`config.mk`:
```
export PLATFORM = sky130hd
export DESIGN_NAME = fp_compare_unit
export DESIGN_NICKNAME = d
export VERILOG_FILES = /design/src/rtl/fp_compare_unit.sv
export SDC_FILE = /design/constraint.sdc
export NUM_CORES = 1
export LEC_CHECK = 0
export CORE_MARGIN = 3
export CORE_UTILIZATION = 46
export DETAILED_ROUTE_END_ITERATION = 6
export GPL_TIMING_DRIVEN = 0
export PLACE_DENSITY = 0.83
export SLEW_MARGIN = 15
export SYNTH_ARGS = -nofsm -noshare
export SYNTH_HDL_FRONTEND = slang
export SYNTH_SLANG_ARGS = --single-unit
```
`constraint.sdc`:
```
create_clock -name clk -period 3.1 [get_ports clk]
set_clock_uncertainty 0.2 [all_clocks]
set_input_delay 0.31 -clock clk [delete_from_list [all_inputs] [get_ports clk]]
set_output_delay 0.31 -clock clk [all_outputs]
set_load 0.02 [all_outputs]
```
`src/rtl/fp_compare_unit.sv`:
```
// Two-stage IEEE-754 compare/min/max unit with valid/ready handshaking and a saturating invalid counter.
// Optional FCLASS support is compiled in when FPCMP_FCLASS_EN is defined.
module fp_compare_unit #(
  parameter int EXP_W = 8,
  parameter int MAN_W = 23
) (
  input  logic                   clk,
  input  logic                   rst,
  input  logic                   in_valid,
  output logic                   in_ready,
  input  logic [EXP_W+MAN_W:0]   op_a,
  input  logic [EXP_W+MAN_W:0]   op_b,
  input  logic [2:0]             op,
  output logic                   out_valid,
  input  logic                   out_ready,
  output logic [EXP_W+MAN_W:0]   result,
  output logic                   flag_nv,
  output logic [15:0]            nv_count
);
  localparam int W = 1 + EXP_W + MAN_W;

  typedef enum logic [2:0] {
    OP_FLE    = 3'b000,
    OP_FLT    = 3'b001,
    OP_FEQ    = 3'b010,
    OP_FMIN   = 3'b011,
    OP_FMAX   = 3'b100,
    OP_FCLASS = 3'b101
  } op_e;

  // Operand decode
  logic a_exp_ones, b_exp_ones, a_man_nz, b_man_nz;
  logic a_nan, b_nan, a_snan, b_snan, a_zero, b_zero;
  logic mag_lt, mag_eq, lt_tot_d, lt_ord_d, eq_ord_d;

  always_comb begin
    a_exp_ones = &op_a[W-2:MAN_W];
    b_exp_ones = &op_b[W-2:MAN_W];
    a_man_nz   = |op_a[MAN_W-1:0];
    b_man_nz   = |op_b[MAN_W-1:0];
    a_nan      = a_exp_ones & a_man_nz;
    b_nan      = b_exp_ones & b_man_nz;
    a_snan     = a_nan & ~op_a[MAN_W-1];
    b_snan     = b_nan & ~op_b[MAN_W-1];
    a_zero     = ~|op_a[W-2:0];
    b_zero     = ~|op_b[W-2:0];
    mag_lt     = op_a[W-2:0] < op_b[W-2:0];
    mag_eq     = op_a[W-2:0] == op_b[W-2:0];
    // Total order (-0 < +0) for min/max; the ordered relations then fold the zeros together.
    if (op_a[W-1] != op_b[W-1]) lt_tot_d = op_a[W-1];
    else if (op_a[W-1])         lt_tot_d = ~mag_lt & ~mag_eq;
    else                        lt_tot_d = mag_lt;
    lt_ord_d = lt_tot_d & ~(a_zero & b_zero);
    eq_ord_d = (op_a == op_b) | (a_zero & b_zero);
  end

`ifdef FPCMP_FCLASS_EN
  logic [9:0] class_d;
  logic       a_exp_zero;

  always_comb begin
    a_exp_zero = ~|op_a[W-2:MAN_W];
    class_d    = '0;
    if (a_nan)                     class_d[a_snan ? 8 : 9] = 1'b1;
    else if (a_exp_ones)           class_d[op_a[W-1] ? 0 : 7] = 1'b1;
    else if (a_zero)               class_d[op_a[W-1] ? 3 : 4] = 1'b1;
    else if (a_exp_zero)           class_d[op_a[W-1] ? 2 : 5] = 1'b1;
    else                           class_d[op_a[W-1] ? 1 : 6] = 1'b1;
  end
`endif

  // Stage 1 registers
  logic         s1_valid_q, s2_valid_q;
  logic [W-1:0] s1_a_q, s1_b_q;
  op_e          s1_op_q;
  logic         s1_anan_q, s1_bnan_q, s1_asnan_q, s1_bsnan_q;
  logic         s1_lt_tot_q, s1_lt_q, s1_eq_q;
`ifdef FPCMP_FCLASS_EN
  logic [9:0]   s1_class_q;
`endif

  // Stage 2 result formation
  logic [W-1:0] result_d, result_q, canon_nan;
  logic         flag_nv_d, flag_nv_q, any_nan, any_snan;
  logic [15:0]  nv_count_q;

  always_comb begin
    canon_nan            = '0;
    canon_nan[W-2:MAN_W] = '1;
    canon_nan[MAN_W-1]   = 1'b1;
    any_nan              = s1_anan_q | s1_bnan_q;
    any_snan             = s1_asnan_q | s1_bsnan_q;
    result_d             = '0;
    flag_nv_d            = 1'b0;
    case (s1_op_q)
      OP_FLE: begin
        result_d[0] = ~any_nan & (s1_lt_q | s1_eq_q);
        flag_nv_d   = any_nan;
      end
      OP_FLT: begin
        result_d[0] = ~any_nan & s1_lt_q;
        flag_nv_d   = any_nan;
      end
      OP_FEQ: begin
        result_d[0] = ~any_nan & s1_eq_q;
        flag_nv_d   = any_snan;
      end
      OP_FMIN, OP_FMAX: begin
        flag_nv_d = any_snan;
        if (s1_anan_q && s1_bnan_q) result_d = canon_nan;
        else if (s1_anan_q)         result_d = s1_b_q;
        else if (s1_bnan_q)         result_d = s1_a_q;
        else if ((s1_op_q == OP_FMIN) == s1_lt_tot_q) result_d = s1_a_q;
        else                        result_d = s1_b_q;
      end
`ifdef FPCMP_FCLASS_EN
      OP_FCLASS: result_d[9:0] = s1_class_q;
`endif
      default: ;
    endcase
  end

  logic s2_adv;
  assign s2_adv    = ~s2_valid_q | out_ready;
  assign in_ready  = ~s1_valid_q | ~s2_valid_q | out_ready;
  assign out_valid = s2_valid_q;
  assign result    = result_q;
  assign flag_nv   = flag_nv_q;
  assign nv_count  = nv_count_q;

  always_ff @(posedge clk) begin
    if (rst) begin
      s1_valid_q <= 1'b0;
      s2_valid_q <= 1'b0;
      result_q   <= '0;
      flag_nv_q  <= 1'b0;
      nv_count_q <= '0;
    end else begin
      if (s2_adv) begin
        s2_valid_q <= s1_valid_q;
        if (s1_valid_q) begin
          result_q  <= result_d;
          flag_nv_q <= flag_nv_d;
        end
      end
      if (in_ready) s1_valid_q <= in_valid;
      if (in_valid && in_ready) begin
        s1_a_q      <= op_a;
        s1_b_q      <= op_b;
        s1_op_q     <= op_e'(op);
        s1_anan_q   <= a_nan;
        s1_bnan_q   <= b_nan;
        s1_asnan_q  <= a_snan;
        s1_bsnan_q  <= b_snan;
        s1_lt_tot_q <= lt_tot_d;
        s1_lt_q     <= lt_ord_d;
        s1_eq_q     <= eq_ord_d;
`ifdef FPCMP_FCLASS_EN
        s1_class_q  <= class_d;
`endif
      end
      if (s2_valid_q && out_ready && flag_nv_q && (nv_count_q != '1))
        nv_count_q <= nv_count_q + 16'd1;
    end
  end
endmodule

```
# Word-level counts from Yosys, hierarchy flattened

Cells that the tools add are included.

Output and inout port bits: 51
Word-level logic and storage cells: 80
Bits of input ports: 71
Register bits after elaboration: 125

Equality and inequality tests: 9
Order comparisons: 1
Muxes and demuxes: 9
Bitwise gates (word level): 26
$add $sub $neg: 1
Reductions and logical operators: 19

Operator list:

| operator                                                        | count |
|---|---|
| 32-bit 2-to-1 mux                                               | 4 |
| 31-bit OR reduction                                             | 2 |
| 23-bit OR reduction                                             | 2 |
| 32-bit == test                                                  | 1 |
| 31-bit == test                                                  | 1 |
| 31-bit less-than comparator                                     | 1 |
| 31-bit 2-to-1 mux                                               | 1 |
| 16-bit by 1-bit adder with 16-bit output, second input constant | 1 |
| 16-bit inequality test, second input constant                   | 1 |
| 8-bit AND reduction                                             | 2 |
| 1-bit bitwise AND                                               | 10 |
| 1-bit NOT                                                       | 9 |
| 1-bit bitwise OR                                                | 7 |
| 3-bit by 2-bit == test with 1-bit output, second input constant | 2 |
| 1-bit logical AND                                               | 5 |
| 1-bit case mux with 4 select lines                              | 1 |
| 2-bit AND reduction                                             | 2 |
| 2-bit OR reduction                                              | 2 |
| 3-bit by 1-bit == test with 1-bit output, second input constant | 1 |
| 3-bit == test, second input constant                            | 1 |
| 3-bit zero test                                                 | 1 |
| 3-bit OR reduction                                              | 1 |
| 1-bit zero test                                                 | 2 |
| 1-bit 2-to-1 mux                                                | 2 |
| other kinds (3)                                                 | 3 |

# Logic depth before layout (Yosys ltp)

Depth after elaboration: 7
Depth in mapped cells: 8
Depth with buffers taken out: 8

# Worst setup path after synthesis

OpenSTA, ideal clock, no wires.

Path kind: reg2reg
Start: register s2_valid_q, in the netlist out_valid
End: register s1_a_q[0] (enable)
Buffers on the path: 0
Setup slack: -0.107 ns
Period minus slack after synthesis: 3.207 ns
Cell stages (with the launch flop): 4
Arrival time: 2.566 ns
Data required time: 2.459 ns
Setup time: 0.441 ns
Cell sequence: dfxtp_1 -> nor2b_1 -> nand2_1 -> and3b_1

Cells in the longest elaborated chain, start to end: 5

RTL lines:

| what                                 | line | RTL |
|---|---|---|
| start, declared                      | 73   | `logic s1_valid_q, s2_valid_q;` |
| start signal, assigned               | 140  | `s2_valid_q <= s1_valid_q;` |
| 1-bit NOT                            | 125  | `assign in_ready = ~s1_valid_q \| ~s2_valid_q \| out_ready;` |
| 1-bit bitwise OR (2 in series)       | 125  |  |
| via in_ready                         | 10   | `output logic in_ready,` |
| 1-bit logical AND                    | 147  | `if (in_valid && in_ready) begin` |
| 2-bit AND reduction (no source line) | -    |  |
| end signal, assigned                 | 148  | `s1_a_q <= op_a;` |
| end, declared                        | 74   | `logic [W-1:0] s1_a_q, s1_b_q;` |

The timed path passes the listed nets, and every way through them passes these cells.
A chain may end at the register's enable or synchronous reset.

# Final worst setup path

Start: input port op_b[29]
End: register s1_lt_q, data pin

Cells in the longest elaborated chain, start to end: 6
Elaborated cells on any way between the ends: 12
Classes of those cells: order compare: 1; eq/ne: 1; mux: 2; bitwise: 6; reduce/logical: 2

RTL lines:

| what                                                          | line   | RTL |
|---|---|---|
| start, declared                                               | 12     | `input logic [EXP_W+MAN_W:0] op_b,` |
| 31-bit less-than comparator or 31-bit == test (tied branches) | 47, 48 |  |
| 1-bit NOT                                                     | 51     | `else if (op_a[W-1]) lt_tot_d = ~mag_lt & ~mag_eq;` |
| 1-bit bitwise AND                                             | 51     |  |
| 1-bit 2-to-1 mux                                              | 51     |  |
| 1-bit 2-to-1 mux                                              | 50     | `if (op_a[W-1] != op_b[W-1]) lt_tot_d = op_a[W-1];` |
| 1-bit bitwise AND (*)                                         | 53     | `lt_ord_d = lt_tot_d & ~(a_zero & b_zero);` |
| via lt_ord_d                                                  | 34     | `logic mag_lt, mag_eq, lt_tot_d, lt_ord_d, eq_ord_d;` |
| end signal, assigned                                          | 156    | `s1_lt_q <= lt_ord_d;` |
| end, declared                                                 | 77     | `logic s1_lt_tot_q, s1_lt_q, s1_eq_q;` |

Mark *: on every way through the listed nets, which the timed path passes. The rest lies on a longest branch.

==> metrics.yaml <==
setup_path:
  timing.rr.start: "out_valid$_SDFFE_PP0N_"
  critical_path_class: "primary input to flop"
  cp_num_buf_inv: 2
  cp_max_fo: 4
  reg2reg_setup_slack_ps: 900
  critPathTopFamily: "simple AND/OR/NAND/NOR gates"
  worstPathRequired_ps: 3050
  crit_chain: "clkdlybuf4s50_1 -> inv_1 -> ha_1 -> nand4_2 -> nor4_2 -> nor3b_2 -> o31a_2 -> nor2_1 -> o21a_1"
  ff2ff_path_depth: 6
  worstSetupEndpointType: "flop"
  slowest_stage: "clkdlybuf4s50_1"
  cp-start-kind: "primary input"
  worstPathArrival_ps: 2620
  rr_endpoint: "result[18]$_SDFFE_PP0P_"
  cpPeakStageDelay_ps: 540
yosys:
  synth_top_cell_area_share_pct: 40.0
  yosysSeqAreaShare_pct: 58.3
  syn-num-nets: 602
  synth.area.top_cells: "edfxtp_1 40%, dfxtp_1 18%, ha_1 7.2%"
  ys_warn_count: 0
  synth.largest_area_cell: "edfxtp_1"
  synth_cells: 499
  ys.flop_type: "edfxtp_1"
  syn-cell-area_mm2: 0.00556
  ys_ff_latch: 125
  synth-edff-count: 74
  async_flop_share_pct: 0
  syn_area_per_cell_um2: 11.1
  ys_types: 48
drt:
  viasPerCell: 5.62
  dr_total_vias: 4474
  wl_per_cell_um: 17.5
  antenna_left: 0
  drt_iter0_markers: 302
  drtPass1Iterations: 5
  routed_wl_um: 14000
  drc: 0
die:
  row_count: 39
  fp.dieArea_mm2: 0.0134
  core-area_mm2: 0.0116
  fp.dieH_um: 116
  io_pins: 122
  initial_core_util_pct: 47.9
  fp.dieW_um: 116
cts:
  root_buffer: "clkbuf_16"
  cts_resized: 0
  clk_latency_ps: 400
  ctsHoldBuffers: 0
  htreeDepth: 4
  cts_made_buffers: 17
  post_cts_buffers: 0
  cts_tree: "built"
  clk_pin_slew_worst_paths_ps: 50
  cts.sinks: 125
  clockBufferDepth: 2
final_layout:
  drive_above_1_share_pct: 6.58
  final_common_cell: "clkdlybuf4s50_1"
  num_antenna_cells: 0
  final_cell_mix: "121 x clkdlybuf4s50_1, 74 x edfxtp_1, 59 x nand2_1"
  multi_input_comb_area_mm2: 0.00212
  postLayoutCoreUtil_pct: 65.4
  seq_area_mm2: 0.00324
  finalNetCount: 743
  syn_to_final_growth_pct: 36.6
  n_fill_cell: 877
sta:
  drv_slew: 0
  timing.fmax_mhz: 375
  hold_violations: 0
  rsz0062_at_grt: "false"
  maxSlewHeadroom_pct: 61.6
  setup_violations: 0
  post-route-min-period_ps: 2670
  layout_setup_ws_ps: 430
  min_period_over_period_pct: 86.1
  finalSetupTns_ps: 0
  holdWs_ps: 245
  worst_pin_slew_ps: 577
place:
  dp_hpwl_um: 10300
  place_ws_ps: 62.3
  numPortBuffers: 121
  place_congestion: 0.874
grt:
  grt_max_degree: 47
  grt_overflow: 0
  grt_pass1_vias: 4434
  grtUsageTotal_pct: 21.2
  grt_pass1_wl_um: 21900
  antenna_found_initial: 0
power:
  power.density_mw_per_mm2: 562
  peakVddDrop_mv: 0.405
  power_w: 0.00427
  p_leak_nw: 2.89
min_path:
  hold_depth: 2
  hold_start: "result[4]$_SDFFE_PP0P_"
  hp-class: "flop to flop"
  hold-path-endpoint: "result[4]$_SDFFE_PP0P_"
status:
  outcome: "finished clean"
run:
  cap_violations: 0
## through the flow
step | cell area [um^2] | instances
after CTS | 7590 | 796
after floorplan | 5560 | 499
after global placement | 6950 | 763
after global routing | 7590 | 796
final | 7590 | 796
after detailed placement | 6970 | 764
## worst min-delay path, cell delays in order, from the launching register on
cell and delay, ps:
dfxtp_1 300, nand2_1 50, o21ai_1 50
## sequential cells by signal, indices dropped and copies added, names as in the netlist, 3 cells and up
name,flops
nv_count,16
result,32
s1_a_q,32
s1_b_q,32
s1_op_q,3
## worst max path at each step
| stage | endpoint | cells after the start | from | slack [ps] |
|---|---|---|---|---|
| 6_report | s1_lt_q$_DFFE_PP_ | 9 | op_b[29] | 430 |
| 3_3_place_gp | s1_lt_q$_DFFE_PP_ | 9 | op_b[29] | 90 |
| 5_1_grt | s1_lt_q$_DFFE_PP_ | 9 | op_b[29] | 330 |
| 4_1_cts | s1_lt_q$_DFFE_PP_ | 9 | op_b[29] | 480 |
| 3_5_place_dp | s1_lt_q$_DFFE_PP_ | 9 | op_b[29] | 60 |
| 2_1_floorplan | s1_a_q[0]$_DFFE_PP_ | 3 | out_valid$_SDFFE_PP0N_ | 730 |
## layout make-up
cell class	count	area share, %
clock inverters	10	1.78
flip-flops and latches	125	42.7
inverters	34	1.68
multi-input cells	328	28.0
plain buffers	12	0.906
repair buffers	122	16.2
well taps	143	2.36
clock buffers	22	6.39
## where the power goes
| group | switching, W | leakage [nW] | internal [W] |
|---|---|---|---|
| registers | 0.0000193 | 1.11 | 0.00182 |
| logic | 0.000209 | 1.49 | 0.000185 |
| clock network | 0.000686 | 0.295 | 0.00135 |
| total | 0.000914 | 2.89 | 0.00336 |
## cells in the mapped netlist, drive strengths merged, types with 2 or more instances
cell type   n
dfxtp      51
nor2       43
xor2        8
nand2b      2
a21oi      17
nand2      59
ha         32
and3        8
mux2        2
nand4      13
nor4       18
and4        5
and2        2
inv        34
o21ai      48
a211oi      2
nor2b       3
edfxtp     74
nor3        7
nand3b      2
xnor2       7
clkbuf      7
nand3      11
buf         5
mux2i      23
o31a        2
## logic make-up (layout without fill, tap and decap cells)
group | after synthesis | count (layout) | share of synthesized area [%]
DFF | 125 | 125 | 58.3
AOI/OAI and AO/OA | 80 | 80 | 8.35
muxes | 25 | 25 | 4.55
adders and majority gates | 32 | 32 | 7.20
and+or+nand+nor | 176 | 176 | 15.7
xor gates and xnor gates | 15 | 15 | 2.36
buffers and inverters | 46 | 200 | 3.53
## routing by layer
metal | global-route usage [%] | up-vias | part of all wire [%]
li1 | - | 2096 | -
met1 | 25.5 | 2149 | 40
met2 | 36.9 | 196 | 51
met3 | 3.45 | 33 | 6.4
met4 | 10.4 | 0 | 3.1
met5 | 0 | - | 0
Power figures use the tool's default switching activity.
